### src/rtl/fft_pkg.sv
// fft_pkg: shared state encoding, minimum length and length clamp for the FFT RAM write side
// No ports; imported by fft_ram_wr_ctrl and its sub-module.
package fft_pkg;
  typedef enum logic [1:0] {IDLE, LOAD, COMPUTE} state_t;
  localparam logic [3:0] LOG2_MIN = 4'd3;
  function automatic logic [3:0] clamp_log2(input logic [3:0] l, input logic [3:0] max_l);
    return l < LOG2_MIN ? LOG2_MIN : l > max_l ? max_l : l;
  endfunction
endpackage

### src/rtl/fft_ram_wr_ctrl_if.sv
// fft_ram_wr_ctrl_if: config, input stream, butterfly results, bank writes and status of the write controller
// Ports: slave = controller side, master = source/sink side.
interface fft_ram_wr_ctrl_if #(
  parameter int DATA_WIDTH = 18,
  parameter int ADDR_WIDTH = 14
);
  logic [3:0] cfg_log2_len;
  logic cfg_bitrev;
  logic abort;
  logic s_axi_valid;
  logic s_axi_ready;
  logic s_axi_last;
  logic [DATA_WIDTH-1:0] s_axi_data;
  logic o_wr_valid;
  logic [ADDR_WIDTH-1:0] o_wr_index;
  logic [DATA_WIDTH-1:0] ao_wr_data;
  logic [DATA_WIDTH-1:0] bo_wr_data;
  logic a_wr_en;
  logic [DATA_WIDTH-1:0] a_wr_data;
  logic b_wr_en;
  logic [DATA_WIDTH-1:0] b_wr_data;
  logic [ADDR_WIDTH-1:0] wr_addr;
  logic [3:0] lev_cnt;
  logic lev_done;
  logic frame_done;
  logic err_len;
  logic err_unexp;
  modport slave (
    input cfg_log2_len, cfg_bitrev, abort, s_axi_valid, s_axi_last, s_axi_data,
          o_wr_valid, o_wr_index, ao_wr_data, bo_wr_data,
    output s_axi_ready, a_wr_en, a_wr_data, b_wr_en, b_wr_data, wr_addr,
           lev_cnt, lev_done, frame_done, err_len, err_unexp
  );
  modport master (
    output cfg_log2_len, cfg_bitrev, abort, s_axi_valid, s_axi_last, s_axi_data,
           o_wr_valid, o_wr_index, ao_wr_data, bo_wr_data,
    input s_axi_ready, a_wr_en, a_wr_data, b_wr_en, b_wr_data, wr_addr,
          lev_cnt, lev_done, frame_done, err_len, err_unexp
  );
endinterface

### src/rtl/fft_bitrev_addr.sv
// fft_bitrev_addr: reverses address j over l-1 bits, upper bits zero
// Ports: j (in-bank index, bits above l-2 zero), l (log2 length), rev (reversed address).
module fft_bitrev_addr #(
  parameter int MAX_LOG2 = 15
) (
  input  logic [MAX_LOG2-2:0] j,
  input  logic [3:0]          l,
  output logic [MAX_LOG2-2:0] rev
);
  localparam int AW = MAX_LOG2 - 1;
  logic [AW-1:0] full;
  // reverse over the full width, then shift down so the reversal spans only l-1 bits
  for (genvar i = 0; i < AW; i++) begin : g_rev
    assign full[i] = j[AW-1-i];
  end
  assign rev = full >> (4'(MAX_LOG2) - l);
endmodule

### src/rtl/fft_ram_wr_ctrl.sv
// fft_ram_wr_ctrl: loads a frame into banks A/B then steers butterfly write-backs per level
// Ports: clk, rst (async, active-high), bus (fft_ram_wr_ctrl_if.slave: cfg, stream in, results in, bank writes and status out).
module fft_ram_wr_ctrl
  import fft_pkg::*;
#(
  parameter int DATA_WIDTH = 18,
  parameter int MAX_LOG2   = 15,
  parameter int ADDR_WIDTH = MAX_LOG2 - 1
) (
  input logic clk,
  input logic rst,
  fft_ram_wr_ctrl_if.slave bus
);
  state_t state;
  logic [3:0] l_reg, l_eff;
  logic bitrev_reg, bitrev_eff, accept, bank;
  logic [MAX_LOG2-1:0] k, k_eff, k_max;
  logic [ADDR_WIDTH-1:0] j, rev_j, ld_addr, wcnt, wcnt_max;
  // in IDLE the accepting beat uses the live config, afterwards the latched copy
  assign l_eff      = state == IDLE ? clamp_log2(bus.cfg_log2_len, 4'(MAX_LOG2)) : l_reg;
  assign bitrev_eff = state == IDLE ? bus.cfg_bitrev : bitrev_reg;
  assign k_eff      = state == IDLE ? '0 : k;
  assign k_max      = MAX_LOG2'((32'd1 << l_eff) - 32'd1);
  assign bank       = |(k_eff & MAX_LOG2'(32'd1 << (l_eff - 4'd1)));
  assign j          = ADDR_WIDTH'(k_eff) & ADDR_WIDTH'((32'd1 << (l_eff - 4'd1)) - 32'd1);
  assign ld_addr    = bitrev_eff ? rev_j : j;
  assign wcnt_max   = ADDR_WIDTH'((32'd1 << (l_reg - 4'd1)) - 32'd1);
  assign accept     = bus.s_axi_valid & bus.s_axi_ready;
  fft_bitrev_addr #(.MAX_LOG2(MAX_LOG2)) u_rev (.j(j), .l(l_eff), .rev(rev_j));
  always_ff @(posedge clk or posedge rst)
    if (rst) begin
      state           <= IDLE;
      l_reg           <= LOG2_MIN;
      bitrev_reg      <= 1'b0;
      k               <= '0;
      wcnt            <= '0;
      bus.s_axi_ready <= 1'b0;
      bus.a_wr_en     <= 1'b0;
      bus.b_wr_en     <= 1'b0;
      bus.a_wr_data   <= '0;
      bus.b_wr_data   <= '0;
      bus.wr_addr     <= '0;
      bus.lev_cnt     <= '0;
      bus.lev_done    <= 1'b0;
      bus.frame_done  <= 1'b0;
      bus.err_len     <= 1'b0;
      bus.err_unexp   <= 1'b0;
    end else if (bus.abort) begin
      state           <= IDLE;
      k               <= '0;
      wcnt            <= '0;
      bus.s_axi_ready <= 1'b1;
      bus.a_wr_en     <= 1'b0;
      bus.b_wr_en     <= 1'b0;
      bus.lev_cnt     <= '0;
      bus.lev_done    <= 1'b0;
      bus.frame_done  <= 1'b0;
      bus.err_len     <= 1'b0;
      bus.err_unexp   <= 1'b0;
    end else begin
      bus.a_wr_en    <= 1'b0;
      bus.b_wr_en    <= 1'b0;
      bus.lev_done   <= 1'b0;
      bus.frame_done <= 1'b0;
      bus.err_len    <= 1'b0;
      bus.err_unexp  <= bus.o_wr_valid & (state != COMPUTE);
      if (state == COMPUTE) begin
        if (bus.o_wr_valid) begin
          bus.a_wr_en   <= 1'b1;
          bus.b_wr_en   <= 1'b1;
          bus.wr_addr   <= bus.o_wr_index;
          bus.a_wr_data <= bus.ao_wr_data;
          bus.b_wr_data <= bus.bo_wr_data;
          wcnt          <= wcnt == wcnt_max ? '0 : wcnt + ADDR_WIDTH'(1);
          if (wcnt == wcnt_max) begin
            bus.lev_done <= 1'b1;
            if (bus.lev_cnt == l_reg - 4'd1) begin
              bus.frame_done  <= 1'b1;
              bus.lev_cnt     <= '0;
              bus.s_axi_ready <= 1'b1;
              state           <= IDLE;
            end else
              bus.lev_cnt <= bus.lev_cnt + 4'd1;
          end
        end
      end else begin
        bus.s_axi_ready <= 1'b1;
        if (accept) begin
          bus.a_wr_en   <= ~bank;
          bus.b_wr_en   <= bank;
          bus.a_wr_data <= bus.s_axi_data;
          bus.b_wr_data <= bus.s_axi_data;
          bus.wr_addr   <= ld_addr;
          l_reg         <= l_eff;
          bitrev_reg    <= bitrev_eff;
          if (k_eff == k_max) begin
            state           <= COMPUTE;
            bus.s_axi_ready <= 1'b0;
            bus.err_len     <= ~bus.s_axi_last;
            k               <= '0;
            wcnt            <= '0;
          end else if (bus.s_axi_last) begin
            state       <= IDLE;
            bus.err_len <= 1'b1;
            k           <= '0;
          end else begin
            state <= LOAD;
            k     <= k_eff + MAX_LOG2'(1);
          end
        end
      end
    end
endmodule

### src/flat_wrapper.sv
// flat-port wrapper written by rule: the top's interface ports become plain ports
module fft_ram_wr_ctrl_flat import fft_pkg::*;
#(
  parameter int DATA_WIDTH = 18,
  parameter int MAX_LOG2   = 15,
  parameter int ADDR_WIDTH = MAX_LOG2 - 1
)
  (clk, rst, bus_cfg_log2_len, bus_cfg_bitrev, bus_abort, bus_s_axi_valid, bus_s_axi_last, bus_s_axi_data, bus_o_wr_valid, bus_o_wr_index, bus_ao_wr_data, bus_bo_wr_data, bus_s_axi_ready, bus_a_wr_en, bus_a_wr_data, bus_b_wr_en, bus_b_wr_data, bus_wr_addr, bus_lev_cnt, bus_lev_done, bus_frame_done, bus_err_len, bus_err_unexp);
  fft_ram_wr_ctrl_if #(.DATA_WIDTH(DATA_WIDTH), .ADDR_WIDTH(ADDR_WIDTH)) bus_i ();
  input logic clk;
  input logic rst;
  input wire logic [$bits(bus_i.cfg_log2_len)-1:0] bus_cfg_log2_len;
  input wire logic [$bits(bus_i.cfg_bitrev)-1:0] bus_cfg_bitrev;
  input wire logic [$bits(bus_i.abort)-1:0] bus_abort;
  input wire logic [$bits(bus_i.s_axi_valid)-1:0] bus_s_axi_valid;
  input wire logic [$bits(bus_i.s_axi_last)-1:0] bus_s_axi_last;
  input wire logic [$bits(bus_i.s_axi_data)-1:0] bus_s_axi_data;
  input wire logic [$bits(bus_i.o_wr_valid)-1:0] bus_o_wr_valid;
  input wire logic [$bits(bus_i.o_wr_index)-1:0] bus_o_wr_index;
  input wire logic [$bits(bus_i.ao_wr_data)-1:0] bus_ao_wr_data;
  input wire logic [$bits(bus_i.bo_wr_data)-1:0] bus_bo_wr_data;
  output wire logic [$bits(bus_i.s_axi_ready)-1:0] bus_s_axi_ready;
  output wire logic [$bits(bus_i.a_wr_en)-1:0] bus_a_wr_en;
  output wire logic [$bits(bus_i.a_wr_data)-1:0] bus_a_wr_data;
  output wire logic [$bits(bus_i.b_wr_en)-1:0] bus_b_wr_en;
  output wire logic [$bits(bus_i.b_wr_data)-1:0] bus_b_wr_data;
  output wire logic [$bits(bus_i.wr_addr)-1:0] bus_wr_addr;
  output wire logic [$bits(bus_i.lev_cnt)-1:0] bus_lev_cnt;
  output wire logic [$bits(bus_i.lev_done)-1:0] bus_lev_done;
  output wire logic [$bits(bus_i.frame_done)-1:0] bus_frame_done;
  output wire logic [$bits(bus_i.err_len)-1:0] bus_err_len;
  output wire logic [$bits(bus_i.err_unexp)-1:0] bus_err_unexp;
  assign bus_i.cfg_log2_len = bus_cfg_log2_len;
  assign bus_i.cfg_bitrev = bus_cfg_bitrev;
  assign bus_i.abort = bus_abort;
  assign bus_i.s_axi_valid = bus_s_axi_valid;
  assign bus_i.s_axi_last = bus_s_axi_last;
  assign bus_i.s_axi_data = bus_s_axi_data;
  assign bus_i.o_wr_valid = bus_o_wr_valid;
  assign bus_i.o_wr_index = bus_o_wr_index;
  assign bus_i.ao_wr_data = bus_ao_wr_data;
  assign bus_i.bo_wr_data = bus_bo_wr_data;
  assign bus_s_axi_ready = bus_i.s_axi_ready;
  assign bus_a_wr_en = bus_i.a_wr_en;
  assign bus_a_wr_data = bus_i.a_wr_data;
  assign bus_b_wr_en = bus_i.b_wr_en;
  assign bus_b_wr_data = bus_i.b_wr_data;
  assign bus_wr_addr = bus_i.wr_addr;
  assign bus_lev_cnt = bus_i.lev_cnt;
  assign bus_lev_done = bus_i.lev_done;
  assign bus_frame_done = bus_i.frame_done;
  assign bus_err_len = bus_i.err_len;
  assign bus_err_unexp = bus_i.err_unexp;
  fft_ram_wr_ctrl #(.DATA_WIDTH(DATA_WIDTH), .MAX_LOG2(MAX_LOG2), .ADDR_WIDTH(ADDR_WIDTH)) u_core (.clk(clk), .rst(rst), .bus(bus_i));
endmodule
### config.mk
export PLATFORM = sky130hd
export DESIGN_NAME = fft_ram_wr_ctrl_flat
export DESIGN_NICKNAME = d
export VERILOG_FILES = /design/src/rtl/fft_pkg.sv /design/src/rtl/fft_ram_wr_ctrl_if.sv /design/src/rtl/fft_bitrev_addr.sv /design/src/rtl/fft_ram_wr_ctrl.sv /design/src/flat_wrapper.sv
export SDC_FILE = /design/constraint.sdc
export NUM_CORES = 1
export LEC_CHECK = 0
export ABC_AREA = 0
export CORE_AREA = 10 10 130 132
export DETAILED_ROUTE_END_ITERATION = 10
export DIE_AREA = 0 0 140 142
export PLACE_DENSITY_LB_ADDON = 0.3
export SYNTH_ARGS = -nofsm -noshare
export SYNTH_HDL_FRONTEND = slang
export SYNTH_SLANG_ARGS = --single-unit
### constraint.sdc
create_clock -name clk -period 11.45 [get_ports clk]
set_input_delay 3.435 -clock clk [delete_from_list [all_inputs] [get_ports clk]]
set_output_delay 3.435 -clock clk [all_outputs]
set_load 0.01 [all_outputs]
# --- Word level (Yosys, flattened, before mapping) ---
# Index checks and enable logic that the tools add are counted.
totals:
  ff_bits: 97
  latch_bits: 0
  wordCells: 132
  ram_bits: 0
  romBits: 0
  mem_count: 0
op_classes:
  order_cmp: 2
  multipliers: 0
  n_eq_ne: 10
  bitwise_logic: 8
  shifts: 4
  n_reduce_logical: 16
  muxes: 67
  div: 0
  addsub: 9
op_table:
  columns: ["operator", "count"]
  rows:
  - ["$mux W14", 10]
  - ["$mux W15", 6]
  - ["$mux W18", 5]
  - ["$mux W4", 8]
  - ["$mux W1", 31]
  - ["$shl A1 B4 Y15 const A", 2]
  - ["$sub A14 B1 Y14 const B", 2]
  - ["$add A15 B1 Y15 const B", 1]
  - ["$and A15 B15 Y15", 1]
  - ["$eq A15 B15 Y1", 1]
  - ["$reduce_and A3 Y1", 5]
  - ["$reduce_or A15 Y1", 1]
  - ["$sub A15 B1 Y15 const B", 1]
  - ["$add A14 B1 Y14 const B", 1]
  - ["$and A14 B14 Y14", 1]
  - ["$eq A14 B14 Y1", 1]
  - ["$mux W2", 7]
  - ["$shl A1 B4 Y14 const A", 1]
  - ["$shr A14 B4 Y14", 1]
  - ["$reduce_bool A2 Y1", 5]
  - ["$ne A3 B3 Y1 const B", 3]
  - ["$sub A4 B1 Y4 const B", 2]
  - ["$ne A2 B2 Y1 const B", 3]
  - ["$reduce_bool A3 Y1", 2]
  - ["11 further kinds", 15]

# --- Logic depth before layout (Yosys ltp) ---
depth:
  ltp_word: 12
  mapped_depth: 21

# --- Hierarchy ---
# A second synthesis with hierarchy kept.
hier_totals:
  hier_cells: 957
  area_unflattened_um2: 7657.3
by_module_without_submodules:
  columns: ["module", "cells_per_inst", "area_each_um2", "instances"]
  rows:
  - ["fft_ram_wr_ctrl", 899, 7121.8, 1]
  - ["fft_bitrev_addr", 58, 535.5, 1]

# --- Worst setup path after synthesis ---
# Ideal clock, no wire load.
synth_timing:
  kind: "input port to flip-flop"
  startpoint: "input bus_cfg_log2_len[3]"
  endpoint: "register u_core.wcnt[2]"
  slack_ns: 4.382
  setup_time_ns: 0.128
  n_path_buf: 4
  required_ns: 11.322
  arrival_time_ns: 6.940
  cell_stages: 17
  path_cell_list: "buf_2 > or4_1 > o21ai_0 > clkbuf_1 > nand2_1 > ha_1 > clkbuf_1 > nor3b_1 > a31oi_1 > nor3_1 > a2111o_1 > a221o_1 > or2_4 > o21a_1 > buf_2 > a31oi_1 > o22ai_1"
synth_between:
  elab_chain_len: 9
  elab_cells_between_ends: 10
synth_lines:
  columns: ["element", "line", "rtl"]
  rows:
  - ["start: declaration", "flat_wrapper.sv:12", "input wire logic [$bits(bus_i.cfg_log2_len)-1:0] bus_cfg_log2_len;"]
  - ["$gt A4 B4 Y1", "fft_pkg.sv:7", "return l < LOG2_MIN ? LOG2_MIN : l > max_l ? max_l : l;"]
  - ["$mux W4", "fft_pkg.sv:7", null]
  - ["$mux W4 (*)", "fft_pkg.sv:7", null]
  - ["$mux W4 (*)", "fft_ram_wr_ctrl.sv:20", "assign l_eff = state == IDLE ? clamp_log2(bus.cfg_log2_len, 4'(MAX_LOG2)) : l_reg;"]
  - ["$shl A1 B4 Y15 (*)", "fft_ram_wr_ctrl.sv:23", "assign k_max = MAX_LOG2'((32'd1 << l_eff) - 32'd1);"]
  - ["$sub A15 B1 Y15 (*)", "fft_ram_wr_ctrl.sv:23", null]
  - ["$eq A15 B15 Y1 (*)", "fft_ram_wr_ctrl.sv:96", "if (k_eff == k_max) begin"]
  - ["$reduce_bool A3 Y1 (no line) (*)", null, null]
  - ["$reduce_and A3 Y1 (no line) (*)", null, null]
  - ["end signal: assignment", "fft_ram_wr_ctrl.sv:74", "wcnt <= wcnt == wcnt_max ? '0 : wcnt + ADDR_WIDTH'(1);"]
  - ["end: declaration", "fft_ram_wr_ctrl.sv:18", "logic [ADDR_WIDTH-1:0] j, rev_j, ld_addr, wcnt, wcnt_max;"]
# Every way passes the cells marked *; elsewhere a longest branch is shown, timed or not.
# A chain may end at the register's enable or synchronous reset.

# --- Worst setup path in the final report ---
layout_timing:
  startpoint: "input bus_cfg_log2_len[2]"
  endpoint: "register u_core.k[4]"
layout_between:
  elab_chain_len: 11
  elab_cells_between_ends: 12
layout_lines:
  columns: ["element", "line", "rtl"]
  rows:
  - ["$gt A4 B4 Y1", "fft_pkg.sv:7", null]
  - ["$mux W4", "fft_pkg.sv:7", null]
  - ["$mux W4 (*)", "fft_pkg.sv:7", null]
  - ["$mux W4 (*)", "fft_ram_wr_ctrl.sv:20", null]
  - ["$shl A1 B4 Y15 (*)", "fft_ram_wr_ctrl.sv:23", null]
  - ["$sub A15 B1 Y15 (*)", "fft_ram_wr_ctrl.sv:23", null]
  - ["$eq A15 B15 Y1 (*)", "fft_ram_wr_ctrl.sv:96", null]
  - ["$mux W15 (*)", "fft_ram_wr_ctrl.sv:96", null]
  - ["$mux W15 (*)", "fft_ram_wr_ctrl.sv:88", "if (accept) begin"]
  - ["$mux W15 (*)", "fft_ram_wr_ctrl.sv:67", "if (state == COMPUTE) begin"]
  - ["$mux W15 (*)", "fft_ram_wr_ctrl.sv:48", "end else if (bus.abort) begin"]
  - ["end signal: assignment", "fft_ram_wr_ctrl.sv:108", "k <= k_eff + MAX_LOG2'(1);"]
  - ["end: declaration", "fft_ram_wr_ctrl.sv:17", "logic [MAX_LOG2-1:0] k, k_eff, k_max;"]
# Every way passes the cells marked *; elsewhere a longest branch is shown, timed or not. The select of a mux whose other input is x is not followed.

==> results.ini <==
[outcome]
outcome = complete, no violations

[clock_tree]
clock_sinks = 97
ctsHoldBuffers = 0
clk_path_buf_depth = 2
path_clk_slew_ns = 0.08
cts_root_buffer = clkbuf_16
cts_tree = yes
post_cts_resized = 0
postCtsSetupBuffers = 0
cts_made_buffers = 9
clk_latency_ns = 0.36
h-tree-depth = 3

[grt]
grtUsageTotal_pct = 26.6
grt_overflow = 0
antenna_found_initial = 0
grt_pass1_vias = 7846
grt_max_degree = 90
grt_pass1_wl_um = 43200

[sta]
setup_viol = 0
worst_pin_slew_ns = 1.13
hold_viol_final = 0
max_slew_margin_pct = 24.5
fin_crit_sh_pct = 68.5
drv_slew = 0
skew_ns = 0.0105
rsz0062_at_grt = false
max_freq_mhz = 128
min_period_ns = 7.84
setup_tns_ns = 0
setup_slack_ns = 3.61

[place]
dp_slack_ns = 3.36
gp_congestion = 0.994
dp_hpwl_um = 20400
io_buffers = 139
dpl.cell_count = 1250

[power_and_ir_drop]
p_seq_share_pct = 35.8
p_switching_mw = 0.389
leakagePower_nw = 3.82
power_density_mw_per_mm2 = 116
p_int_mw = 0.706
clkPwrFrac_pct = 29.9
p_sw_share_pct = 35.5
ir_drop_v = 0.0000961
p_comb_share_pct = 34.2
power_mw = 1.10

[worst_setup_path]
worstSetupPathType = primary input to flop
cp-end-kind = flop
crit_required_ns = 11.71
path_max_fanout = 15
worstPathArrival_ns = 8.10
slowest_stage = clkdlybuf4s50_1
crit_chain = clkdlybuf4s50_1, o21ba_2, o21a_1, nor2_1, nand2_1, ha_1, inv_1, a31oi_1, nor3_1, a2111o_1, a221o_1, o211a_1, nand2_1, o21ai_0, a21o_1
start_kind = primary input
cp_common_cell = nand2_1
max_stage_delay_ns = 0.77
critPathTopFamily = compound AO/OA/AOI/OAI gates
crit_buf_inv = 2

[route]
drt_wl_total_um = 27700
ant_nets = 0
viasPerCell = 6.49
wire_per_inst_um = 21.9
drtIter0Drc = 865
drtPass1Iterations = 7
vias = 8212
drc = 0

[floorplan]
initial_core_util_pct = 53.9
dieHeight_um = 142
die_x_um = 140
rows = 44
die_area_mm2 = 0.0199
core_area_mm2 = 0.0143
ios = 140

[cells_and_area]
syn_to_final_growth_pct = 22.4
final_common_cell = clkdlybuf4s50_1
final_cell_mix = 139 x clkdlybuf4s50_1, 128 x nand2_1, 95 x dfrtp_1
final_core_util_pct = 66.0
multi_input_area_mm2 = 0.00487
diodes = 0
stdcell_count = 1266
fillers = 1261
drive_gt1_share_pct = 5.73
seq_area_mm2 = 0.00243
finalNetCount = 1168
top_regs = u_core.bus.a_wr_data x18, u_core.bus.b_wr_data x18, u_core.k x15

[worst_hold_path]
worstHoldPathType = flop to flop

[synth]
synthDistinctLibCells = 92
mappedNetlistNets = 1080
synth_top_area_share_pct = 30.8
synth_warnings = 0
synth_edf_count = 0
syn_area_per_cell_um2 = 7.81
synth_top_cell_by_area = dfrtp_1
synth_flop_cell = dfrtp_1
syn_area_mm2 = 0.00772
synth-seq-cells = 97
syn_inst = 989
seq_area_frac_synth_pct = 31.5
synth.area.top_cells = dfrtp_1 31%, nand2_1 6.2%, o21ai_0 6.1%
async_reset_ff_share_pct = 100

[run]
drv_cap = 0

-- kinds of logic (layout without fill, tap and decap cells) --
kind of cell | Yosys count | count (layout) | share of synthesized area (%)
DFF | 97 | 97 | 31.5
adders and majority gates | 12 | 12 | 1.94
buffers and inverters | 102 | 195 | 5.66
AOI/OAI and AO/OA | 353 | 353 | 29.5
muxes | 16 | 16 | 2.09
xor gates and xnor gates | 36 | 36 | 4.28
and+or+nand+nor | 373 | 373 | 25.0
-- cell usage after synthesis, types with 5 or more instances --
cell	number
xor2_1	8
nand2b_1	7
o21ai_1	5
a21oi_1	85
a22oi_1	6
nand2_1	128
a22o_1	6
o221ai_1	6
o211ai_1	13
o31ai_1	7
o22ai_1	15
a31oi_1	22
a221o_1	7
inv_1	25
clkbuf_1	50
a211oi_1	5
buf_2	16
nand4_1	15
o21a_1	11
dfrtp_1	95
and4_1	6
o21ai_0	94
o21bai_1	5
nor2b_1	12
and3_1	15
ha_1	12
nor4_1	6
a21o_1	12
nor3_1	26
and2_1	26
nand3_1	34
xnor2_1	27
nor2_1	54
mux2i_1	15
or2_2	6
-- power by group through the flow --
stage	Combinational (mW)	Clock, mW	Sequential (mW)
2_1_floorplan	0.236	0	0.395
3_3_place_gp	0.365	0	0.397
3_5_place_dp	0.368	0	0.398
4_1_cts	0.370	0.333	0.391
5_1_grt	0.405	0.343	0.396
6_report	0.375	0.328	0.392
-- worst paths after layout --
check / start / to / slack (ns) / cells past startpoint
setup reg to reg: u_core.l_reg[1] / u_core.state[1] / 5.93 / 14
hold reg to reg: u_core.bus.b_wr_data[1] / u_core.bus.b_wr_data[1] / 0.48 / 2
max in group asynchronous: rst / u_core.k[13] / 6.84 / 3
setup / recovery: bus_cfg_log2_len[2] / u_core.k[4] / 3.61 / 15
hold / removal: u_core.bus.b_wr_data[1] / u_core.bus.b_wr_data[1] / 0.48 / 2
min in group asynchronous: rst / u_core.bus.b_wr_data[2] / 3.45 / 2
-- worst reg2reg max path, delay by kind of cell (launching register included) --
| family | cells | cell delay (ns) |
|---|---|---|
| fa+ha+maj | 2 | 0.83 |
| compound gates | 1 | 0.22 |
| simple gates | 8 | 2.70 |
| flops | 1 | 0.96 |
| xor+xnor | 2 | 0.33 |
| buf+inv | 1 | 0.38 |
-- final cells by class --
class,instances,share of cell area [%]
Timing Repair Buffer,153,15.8
Clock inverter,7,1.01
Clock buffer,9,2.38
Multi-Input combinational cell,790,51.6
Inverter,26,1.06
Sequential cell,97,25.7
Tap cell,184,2.44
-- layer usage --
layer	vias to the layer above	track usage (%)	routed length, µm
met3	87	5.97	2100
met2	395	44.7	13600
met4	0	10.4	1070
met1	3901	32.5	10900
li1	3829	-	-
met5	-	0	0
-- per-stage QoR --
stage / hold slack, ns / cell area [µm²]
floorplan: 0.471 / 7720
global placement: 0.460 / 9130
detailed placement: 0.470 / 9130
CTS: 0.486 / 9450
global route: 0.505 / 9450
finish: 0.483 / 9450
Note: power is estimated with default switching activity, not from simulation.
